`config.mk`:
```
export PLATFORM = sky130hd
export DESIGN_NAME = ball_motion_ctrl_flat
export DESIGN_NICKNAME = d
export VERILOG_FILES = /design/src/rtl/ball_motion_ctrl_if.sv /design/src/rtl/ball_motion_ctrl.sv /design/src/flat_wrapper.sv
export SDC_FILE = /design/constraint.sdc
export NUM_CORES = 1
export LEC_CHECK = 0
export CAP_MARGIN = 10
export CORE_ASPECT_RATIO = 0.8
export CORE_MARGIN = 3
export CORE_UTILIZATION = 45
export DETAILED_ROUTE_END_ITERATION = 7
export GPL_TIMING_DRIVEN = 0
export HOLD_SLACK_MARGIN = 0.08
export PLACE_DENSITY = 0.74
export SYNTH_ARGS = -nofsm -noshare
export SYNTH_HDL_FRONTEND = slang
export SYNTH_SLANG_ARGS = --single-unit
```
`constraint.sdc`:
```
create_clock -name clk -period 4.1 [get_ports clk]
set_input_delay 0.82 -clock clk [delete_from_list [all_inputs] [get_ports clk]]
set_output_delay 0.82 -clock clk [all_outputs]
set_load 0.01 [all_outputs]
```
`src/rtl/ball_motion_ctrl_if.sv`:
```
// Frame-rate control and status bundle between the ball physics block and its neighbours.
interface ball_motion_ctrl_if;
    logic       frame_tick;
    logic       serve;
    logic [9:0] board_pos;
    logic [9:0] ball_x;
    logic [9:0] ball_y;
    logic       hit;
    logic       miss;
    logic [7:0] score;
    logic [1:0] lives;
    logic       game_over;
    logic [1:0] state;

    modport master (
        output frame_tick, serve, board_pos,
        input  ball_x, ball_y, hit, miss, score, lives, game_over, state
    );

    modport slave (
        input  frame_tick, serve, board_pos,
        output ball_x, ball_y, hit, miss, score, lives, game_over, state
    );
endinterface

```
`src/rtl/ball_motion_ctrl.sv`:
```
// Per-frame pong ball physics: position, wall/paddle reflection, serve, miss, lives and score.
// Optional BALL_SPEEDUP_EN: step grows by one after every 4th paddle hit, capped at 2*STEP.
module ball_motion_ctrl #(
    parameter int SCR_W       = 320,
    parameter int SCR_H       = 240,
    parameter int BALL_SIZE   = 15,
    parameter int BOARD_W     = 30,
    parameter int BOARD_Y     = 190,
    parameter int STEP        = 2,
    parameter int START_X     = 152,
    parameter int START_Y     = 60,
    parameter int MISS_FRAMES = 60,
    parameter int LIVES       = 3
) (
    input  logic              clk,
    input  logic              rst,
    ball_motion_ctrl_if.slave bus
);
    typedef enum logic [1:0] {
        S_IDLE = 2'd0,
        S_MOVE = 2'd1,
        S_MISS = 2'd2,
        S_OVER = 2'd3
    } state_e;

    localparam int          CW    = $clog2(MISS_FRAMES + 1);
    localparam logic [10:0] X_MAX = 11'(SCR_W - BALL_SIZE);
    localparam logic [10:0] Y_MAX = 11'(SCR_H - BALL_SIZE);
    localparam logic [10:0] BS    = 11'(BALL_SIZE);
    localparam logic [10:0] BY    = 11'(BOARD_Y);
    localparam logic [10:0] BW    = 11'(BOARD_W);
    localparam logic [9:0]  SX    = 10'(START_X);
    localparam logic [9:0]  SY    = 10'(START_Y);

    state_e        state_q, state_d;
    logic [9:0]    x_q, x_d, y_q, y_d;
    logic          dxr_q, dxr_d;   // 1 = moving right
    logic          dyd_q, dyd_d;   // 1 = moving down
    logic          hit_q, hit_d, miss_q, miss_d;
    logic [7:0]    score_q, score_d;
    logic [1:0]    lives_q, lives_d;
    logic [CW-1:0] fcnt_q, fcnt_d;
    logic [10:0]   xe, ye, bpe, step;
    logic          paddle;

`ifdef BALL_SPEEDUP_EN
    logic [10:0] step_q, step_d;
    logic [1:0]  hcnt_q, hcnt_d;
    assign step = step_q;
`else
    assign step = 11'(STEP);
`endif

    assign xe  = {1'b0, x_q};
    assign ye  = {1'b0, y_q};
    assign bpe = {1'b0, bus.board_pos};

    // Wall tests are rearranged as x+step >= limit so nothing underflows.
    assign paddle = (ye + BS <= BY) && (ye + BS + step >= BY) &&
                    (xe + BS > bpe) && (xe < bpe + BW);

    always_comb begin
        state_d = state_q;
        x_d     = x_q;
        y_d     = y_q;
        dxr_d   = dxr_q;
        dyd_d   = dyd_q;
        hit_d   = 1'b0;
        miss_d  = 1'b0;
        score_d = score_q;
        lives_d = lives_q;
        fcnt_d  = fcnt_q;
`ifdef BALL_SPEEDUP_EN
        step_d  = step_q;
        hcnt_d  = hcnt_q;
`endif
        case (state_q)
            S_IDLE: begin
                x_d = SX;
                y_d = SY;
                if (bus.serve) begin
                    state_d = S_MOVE;
                    dxr_d   = 1'b1;
                    dyd_d   = 1'b0;
`ifdef BALL_SPEEDUP_EN
                    step_d  = 11'(STEP);
                    hcnt_d  = 2'd0;
`endif
                end
            end
            S_MOVE: if (bus.frame_tick) begin
                if (dxr_q) begin
                    if (xe + step >= X_MAX) begin
                        x_d   = 10'(X_MAX);
                        dxr_d = 1'b0;
                    end else x_d = 10'(xe + step);
                end else begin
                    if (xe <= step) begin
                        x_d   = 10'd0;
                        dxr_d = 1'b1;
                    end else x_d = 10'(xe - step);
                end

                if (!dyd_q) begin
                    if (ye <= step) begin
                        y_d   = 10'd0;
                        dyd_d = 1'b1;
                    end else y_d = 10'(ye - step);
                end else if (paddle) begin
                    y_d   = 10'(BY - BS);
                    dyd_d = 1'b0;
                    hit_d = 1'b1;
                    if (score_q != 8'hFF) score_d = score_q + 8'd1;
`ifdef BALL_SPEEDUP_EN
                    hcnt_d = hcnt_q + 2'd1;
                    if (hcnt_q == 2'd3 && step_q < 11'(2 * STEP)) step_d = step_q + 11'd1;
`endif
                end else if (ye + step >= Y_MAX) begin
                    y_d     = 10'(Y_MAX);
                    miss_d  = 1'b1;
                    lives_d = lives_q - 2'd1;
                    fcnt_d  = '0;
                    state_d = (lives_q == 2'd1) ? S_OVER : S_MISS;
                end else y_d = 10'(ye + step);
            end
            S_MISS: if (bus.frame_tick) begin
                if (fcnt_q == CW'(MISS_FRAMES - 1)) begin
                    state_d = S_IDLE;
                    fcnt_d  = '0;
                    x_d     = SX;
                    y_d     = SY;
                    dxr_d   = 1'b1;
                    dyd_d   = 1'b0;
                end else fcnt_d = fcnt_q + CW'(1);
            end
            default: ;
        endcase
    end

    always_ff @(posedge clk) begin
        if (rst) begin
            state_q <= S_IDLE;
            x_q     <= SX;
            y_q     <= SY;
            dxr_q   <= 1'b1;
            dyd_q   <= 1'b0;
            hit_q   <= 1'b0;
            miss_q  <= 1'b0;
            score_q <= 8'd0;
            lives_q <= 2'(LIVES);
            fcnt_q  <= '0;
`ifdef BALL_SPEEDUP_EN
            step_q  <= 11'(STEP);
            hcnt_q  <= 2'd0;
`endif
        end else begin
            state_q <= state_d;
            x_q     <= x_d;
            y_q     <= y_d;
            dxr_q   <= dxr_d;
            dyd_q   <= dyd_d;
            hit_q   <= hit_d;
            miss_q  <= miss_d;
            score_q <= score_d;
            lives_q <= lives_d;
            fcnt_q  <= fcnt_d;
`ifdef BALL_SPEEDUP_EN
            step_q  <= step_d;
            hcnt_q  <= hcnt_d;
`endif
        end
    end

    assign bus.ball_x    = x_q;
    assign bus.ball_y    = y_q;
    assign bus.hit       = hit_q;
    assign bus.miss      = miss_q;
    assign bus.score     = score_q;
    assign bus.lives     = lives_q;
    assign bus.game_over = (state_q == S_OVER);
    assign bus.state     = state_q;
endmodule

```
`src/flat_wrapper.sv`:
```
// flat-port wrapper written by rule: the top's interface ports become plain ports
module ball_motion_ctrl_flat 
#(
    parameter int SCR_W       = 320,
    parameter int SCR_H       = 240,
    parameter int BALL_SIZE   = 15,
    parameter int BOARD_W     = 30,
    parameter int BOARD_Y     = 190,
    parameter int STEP        = 2,
    parameter int START_X     = 152,
    parameter int START_Y     = 60,
    parameter int MISS_FRAMES = 60,
    parameter int LIVES       = 3
)
  (clk, rst, bus_frame_tick, bus_serve, bus_board_pos, bus_ball_x, bus_ball_y, bus_hit, bus_miss, bus_score, bus_lives, bus_game_over, bus_state);
  ball_motion_ctrl_if bus_i ();
  input  logic clk;
  input  logic rst;
  input wire logic [$bits(bus_i.frame_tick)-1:0] bus_frame_tick;
  input wire logic [$bits(bus_i.serve)-1:0] bus_serve;
  input wire logic [$bits(bus_i.board_pos)-1:0] bus_board_pos;
  output wire logic [$bits(bus_i.ball_x)-1:0] bus_ball_x;
  output wire logic [$bits(bus_i.ball_y)-1:0] bus_ball_y;
  output wire logic [$bits(bus_i.hit)-1:0] bus_hit;
  output wire logic [$bits(bus_i.miss)-1:0] bus_miss;
  output wire logic [$bits(bus_i.score)-1:0] bus_score;
  output wire logic [$bits(bus_i.lives)-1:0] bus_lives;
  output wire logic [$bits(bus_i.game_over)-1:0] bus_game_over;
  output wire logic [$bits(bus_i.state)-1:0] bus_state;
  assign bus_i.frame_tick = bus_frame_tick;
  assign bus_i.serve = bus_serve;
  assign bus_i.board_pos = bus_board_pos;
  assign bus_ball_x = bus_i.ball_x;
  assign bus_ball_y = bus_i.ball_y;
  assign bus_hit = bus_i.hit;
  assign bus_miss = bus_i.miss;
  assign bus_score = bus_i.score;
  assign bus_lives = bus_i.lives;
  assign bus_game_over = bus_i.game_over;
  assign bus_state = bus_i.state;
  ball_motion_ctrl #(.SCR_W(SCR_W), .SCR_H(SCR_H), .BALL_SIZE(BALL_SIZE), .BOARD_W(BOARD_W), .BOARD_Y(BOARD_Y), .STEP(STEP), .START_X(START_X), .START_Y(START_Y), .MISS_FRAMES(MISS_FRAMES), .LIVES(LIVES)) u_core (.clk(clk), .rst(rst), .bus(bus_i));
endmodule
```
=== Yosys cells after proc, flatten, opt, wreduce, memory -nomap -nowiden ===
Index checks and enable logic that the tools add are counted.

* Add/sub/neg operators: 11
* $lt $le $gt $ge: 8
* Equal/unequal tests: 13
* Multiplexer cells: 49
* Bitwise operators: 4
* Reduce and logical (&&, ||, !) cells: 14

{| class="wikitable"
|+ Operator list
! operator !! count
|-
| 2-to-1 mux 10 bit || 13
|-
| case mux 10 bit (3 select lines) || 2
|-
| 2-to-1 mux 6 bit || 6
|-
| adder 10 x 2 -> 11 bit, second input constant || 2
|-
| adder 10 x 4 -> 11 bit, second input constant || 2
|-
| greater-or-equal comparator 11 x 8 -> 1 bit, second input constant || 2
|-
| less-or-equal comparator 10 x 2 -> 1 bit, second input constant || 2
|-
| subtractor 10 x 2 -> 10 bit, second input constant || 2
|-
| 2-to-1 mux 1 bit || 17
|-
| AND reduction 5 bit || 3
|-
| 2-to-1 mux 2 bit || 7
|-
| case mux 6 bit (2 select lines) || 1
|-
| adder 10 x 5 -> 11 bit, second input constant || 1
|-
| adder 11 x 2 -> 11 bit, second input constant || 1
|-
| greater-or-equal comparator 11 x 9 -> 1 bit, second input constant || 1
|-
| greater-than comparator 11 x 10 -> 1 bit || 1
|-
| less-or-equal comparator 11 x 8 -> 1 bit, second input constant || 1
|-
| less-than comparator 10 x 11 -> 1 bit || 1
|-
| adder 8 x 1 -> 8 bit, second input constant || 1
|-
| inequality test 2 bit, second input constant || 4
|-
| inequality test 8 bit, second input constant || 1
|-
| AND reduction 8 bit || 1
|-
| adder 6 x 1 -> 6 bit, second input constant || 1
|-
| equality test 6 bit, second input constant || 1
|-
| other kinds (15) || 25
|}

* Register bits: 42
* Word-level logic and storage cells: 109

=== Logic depth before layout (Yosys ltp) ===
* Depth after elaboration: 10
* Depth in mapped cells: 19

=== Worst setup path after synthesis ===
No wires, ideal clock.

* Kind: register to register
* Start point: register u_core.x_q[2] (netlist: u_core.bus.ball_x[2])
* End point: register u_core.score_q[5] (netlist: u_core.bus.score[5])
* Library setup time: 0.123 ns
* Data arrival time: 3.654 ns
* Setup slack: 0.323 ns
* Cell stages (with the launch flop): 19
* Cell sequence: dfxtp_1 -> clkbuf_1 -> inv_1 -> ha_1 -> nand2_1 -> nand2_1 -> o21ai_0 -> nor2_1 -> xor2_1 -> ha_1 -> nand4_1 -> nor2_1 -> o21ai_0 -> a31oi_1 -> o2bb2ai_1 -> a2111oi_4 -> o31ai_4 -> nor4_1 -> mux2_1

* Word-level cells in the longest chain between the ends: 5
* Elaborated cells between the ends (all ways): 6

{| class="wikitable"
|+ RTL lines
! what !! RTL line !! source
|-
| from (decl) || ball_motion_ctrl.sv:36 || <nowiki>logic [9:0] x_q, x_d, y_q, y_d;</nowiki>
|-
| from (signal assigned) || ball_motion_ctrl.sv:143 || <nowiki>x_q <= SX;</nowiki>
|-
| from (signal assigned) || ball_motion_ctrl.sv:158 || <nowiki>x_q <= x_d;</nowiki>
|-
| adder 10 x 4 -> 11 bit || ball_motion_ctrl.sv:60 || <nowiki>(xe + BS > bpe) && (xe < bpe + BW);</nowiki>
|-
| greater-than comparator 11 x 10 -> 1 bit || ball_motion_ctrl.sv:60 ||
|-
| logical AND 1 bit || ball_motion_ctrl.sv:59 || <nowiki>assign paddle = (ye + BS <= BY) && (ye + BS + step >= BY) &&</nowiki>
|-
| logical AND 1 bit * || ball_motion_ctrl.sv:60 ||
|-
| AND reduction 5 bit (no source line) * || - ||
|-
| to (signal assigned) || ball_motion_ctrl.sv:164 || <nowiki>score_q <= score_d;</nowiki>
|-
| to (decl) || ball_motion_ctrl.sv:40 || <nowiki>logic [7:0] score_q, score_d;</nowiki>
|}

Mark *: on every way between the ends. The rest lies on a longest branch, timed or not.
A chain may end at the register's enable or synchronous reset.

=== Final worst setup path ===
* Start point: input bus_board_pos[2]
* End point: register u_core.score_q[5] (netlist: u_core.bus.score[5])

* Word-level cells in the longest chain between the ends: 4
* Elaborated cells between the ends (all ways): 6

{| class="wikitable"
|+ RTL lines
! what !! RTL line !! source
|-
| from (decl) || flat_wrapper.sv:21 || <nowiki>input wire logic [$bits(bus_i.board_pos)-1:0] bus_board_pos;</nowiki>
|-
| adder 10 x 5 -> 11 bit / greater-than comparator 11 x 10 -> 1 bit (equally long branches) || ball_motion_ctrl.sv:60 ||
|-
| less-than comparator 10 x 11 -> 1 bit / logical AND 1 bit (equally long branches) || ball_motion_ctrl.sv:60, ball_motion_ctrl.sv:59 ||
|-
| logical AND 1 bit * || ball_motion_ctrl.sv:60 ||
|-
| AND reduction 5 bit (no source line) * || - ||
|}

Marks and branches as above.

==> flow_summary.yaml <==
yosys:
  synth_area_um2: 4220
  syn_nets: 629
  async_flop_share: 0
  syn_inst: 574
  yosysTopAreaCell: "dfxtp_1"
  yosysWarnings: 0
  synthFlopType: "dfxtp_1"
  synth_top_area_frac: 0.199
  synth_top_cells_by_area: "dfxtp_1 20%, ha_1 12%, nand2_1 5.6%"
  synth.distinct_cells: 70
  ys_seq_area_frac: 0.199
  ys_seq_elements: 42
  synth_area_per_cell_um2: 7.34
  synth_edf_count: 0
critical_path:
  reg2reg_to: "u_core.bus.score[5]"
  critPathRequiredTime_ps: 4270
  worstSetupStartpoint: "bus_board_pos[2]"
  worstPathMaxFanout: 5
  worstSetupPathType: "primary input to flop"
  ff2ff_path_depth: 18
  timing.rr.start: "u_core.bus.ball_x[1]"
  end_kind: "flop"
  r2r_slack_ps: 230
  worstSetupStartpointType: "primary input"
  worstPathArrival_ps: 4100
timing:
  fmax_mhz: 255
  fin_crit_sh: 0.958
  hold_viol: 0
  slew_headroom: 0.482
  worst_slew_pin_slew_ps: 776
  period_needed_ps: 3930
  fin_skew_ps: 4.89
  finalMaxSlewViolations: 0
  finalSetupViolCount: 0
clock_tree:
  tritoncts: "yes"
  cts_root_buf: "clkbuf_16"
  clk-insertion-delay-late_ps: 290
  h-tree-depth: 2
  clkTransAtPathRegs_ps: 60
  cts_hold_buf: 0
  max-clock-path-buffers: 2
  clock_sinks: 42
  numCtsBuffers: 5
detailed_routing:
  wl_per_cell_um: 16.8
  dr.pass1.iters: 5
  vias: 4495
  drt_wl_total_mm: 12.5
  post_drt_via_cell_ratio: 6.03
  drc: 0
  drt_iter0_markers: 410
  drtAntennaViolNets: 0
status:
  status: "finished clean"
final_layout:
  multi_input_area_um2: 3210
  area_delta_synth_final_pct: 21.4
  regArea_um2: 846
  stdcell_count: 745
  antenna_cells: 0
  fillerInstances: 866
  nets: 687
  final_area_um2: 5120
  utilization: 0.583
  drive_gt1_frac: 0.0885
power_and_ir_drop:
  power.switching_mw: 0.272
  p_per_area_nw_per_um2: 192
  combPwrFrac: 0.177
  seq_power_share: 0.422
  swShare: 0.276
  p_clk_frac: 0.401
  report.power.total_mw: 0.985
  ir_drop_v: 0.000226
  internal-power_mw: 0.713
  leakage_nw: 1.93
place:
  hpwl_mm: 9.27
  port_buffers: 47
  placedCellCount: 733
  placed_cell_area_um2: 4830
  globalplace.congestion: 0.939
global_routing:
  overflow: 0
  grt_max_degree: 14
  antenna_found_initial: 0
  grt_pass1_wl_mm: 20.4
  grt_pass1_vias: 4160
  track_usage: 0.231
floorplanning:
  dieArea_um2: 10600
  rows: 30
  initial_core_util: 0.480
  die_x_um: 114
  die_height_um: 92.6
  io_pins: 49
  coreArea_um2: 8780
flow_run:
  max_cap_violations: 0
min_path:
  min_path_type: "flop to flop"
  min_to: "u_core.fcnt_q[4]"
  worstHoldStart: "u_core.fcnt_q[4]"
  hold_path_depth: 2
kinds of logic (layout without fill, tap and decap cells):
kind of cell             count (synthesis)  count (layout)  share of synthesized area
AO/OA/AOI/OAI                          151             152                      0.251
multiplexers                             6               6                     0.0166
AND/OR/NAND/NOR                        233             233                      0.269
XOR/XNOR                                37              37                     0.0787
buffers and inverters                   64             122                     0.0641
adder cells (fa/ha/maj)                 41              41                      0.122
flip-flops                              42              42                      0.199
state kept, by name, summed over array words and instances, names as in the netlist:
register           flops
u_core.bus.ball_x     10
u_core.bus.ball_y     10
u_core.bus.hit         1
u_core.bus.lives       2
u_core.bus.miss        1
u_core.bus.score       8
u_core.bus.state       2
u_core.dxr_q           1
u_core.dyd_q           1
u_core.fcnt_q          6
cell usage after synthesis, types with 4 or more instances:
cell / n
nor3_1: 17
nor4_1: 11
clkbuf_1: 15
o21a_1: 5
nor2_1: 63
o211ai_1: 4
nand4_1: 9
nand3_1: 23
nand4b_1: 4
a31oi_1: 14
o22ai_1: 4
o21ai_0: 31
ha_1: 41
and2_1: 8
and3_1: 5
a311oi_1: 5
xor2_1: 18
a21oi_1: 33
buf_1: 6
xnor2_1: 18
nand2b_1: 4
nand2_1: 63
a211oi_1: 7
a221oi_1: 4
nor2b_1: 14
dfxtp_1: 42
inv_1: 31
buf_2: 9
o31ai_1: 4
worst max-delay path by stage:
stage / depth (start not counted) / to
after global routing: 15 / u_core.bus.score[7]
after global placement: 15 / u_core.bus.score[6]
final: 15 / u_core.bus.score[5]
after detailed placement: 15 / u_core.bus.score[6]
after floorplan: 18 / u_core.bus.score[5]
after CTS: 15 / u_core.bus.score[7]
routing by layer:
metal	global-route usage	vias up	part of all wire
met5	0	-	0
met4	0.0495	0	0.0076
met3	0.0359	16	0.074
met2	0.352	180	0.43
met1	0.342	2106	0.49
li1	-	2193	-
layout by cell type, fill, tap and decap left out, types with 5 or more instances in the layout:
master / count
buf_1: 6
a311oi_1: 5
clkbuf_16: 5
xor2_1: 18
nand2_1: 63
xnor2_1: 17
clkdlybuf4s50_1: 46
and2_1: 8
nor2_1: 63
nand3_1: 23
a21oi_1: 33
a31oi_1: 14
buf_2: 8
ha_1: 40
o21a_1: 5
nor3_1: 13
dfxtp_1: 40
clkbuf_1: 15
o21ai_0: 28
nand4_1: 9
a211oi_1: 5
nor2b_1: 14
nor4_1: 8
inv_1: 30
final cells by class:
| cell class | count | share of cell area |
|---|---|---|
| inverters | 31 | 0.0235 |
| multi-input cells | 469 | 0.626 |
| clock inverters | 2 | 0.00269 |
| flip-flops and latches | 42 | 0.165 |
| well taps | 112 | 0.0274 |
| plain buffers | 33 | 0.0328 |
| repair buffers | 50 | 0.0968 |
| clock buffers | 6 | 0.0252 |
stage by stage:
step | setup WS, ps | hold WS [ps] | TNS [ps]
finish | 172 | 498 | 0
global route | -57.4 | 529 | -151
CTS | 15.2 | 498 | 0
detailed placement | -293 | 486 | -2150
global placement | -312 | 474 | -2630
floorplan | 323 | 461 | 0
repair_timing:
item                       4_1_cts  5_1_grt
setup buffers                    0        3
resized for setup                6       27
setup endpoints to repair       17       27
pin swaps                        0        6
cloned                           0        1
worst max-delay path, cell delays in order:
cell and delay, ps:
clkdlybuf4s50_1 500, inv_1 70, ha_1 210, and3_4 210, xnor2_2 130, ha_1 290
o21ai_1 120, nor2_1 60, nor3_2 160, o21ai_0 110, o21a_1 140, a2111oi_4 400
o31ai_4 210, nor4_2 340, mux2_1 350
power by group through the flow:
stage,Sequential [mW],Clock [mW],Combinational (mW)
after floorplan,0.425,0,0.110
after global placement,0.425,0,0.159
after detailed placement,0.425,0,0.162
after CTS,0.416,0.397,0.164
after global routing,0.416,0.418,0.194
final,0.415,0.395,0.174
(Power assumes the default switching activity.)
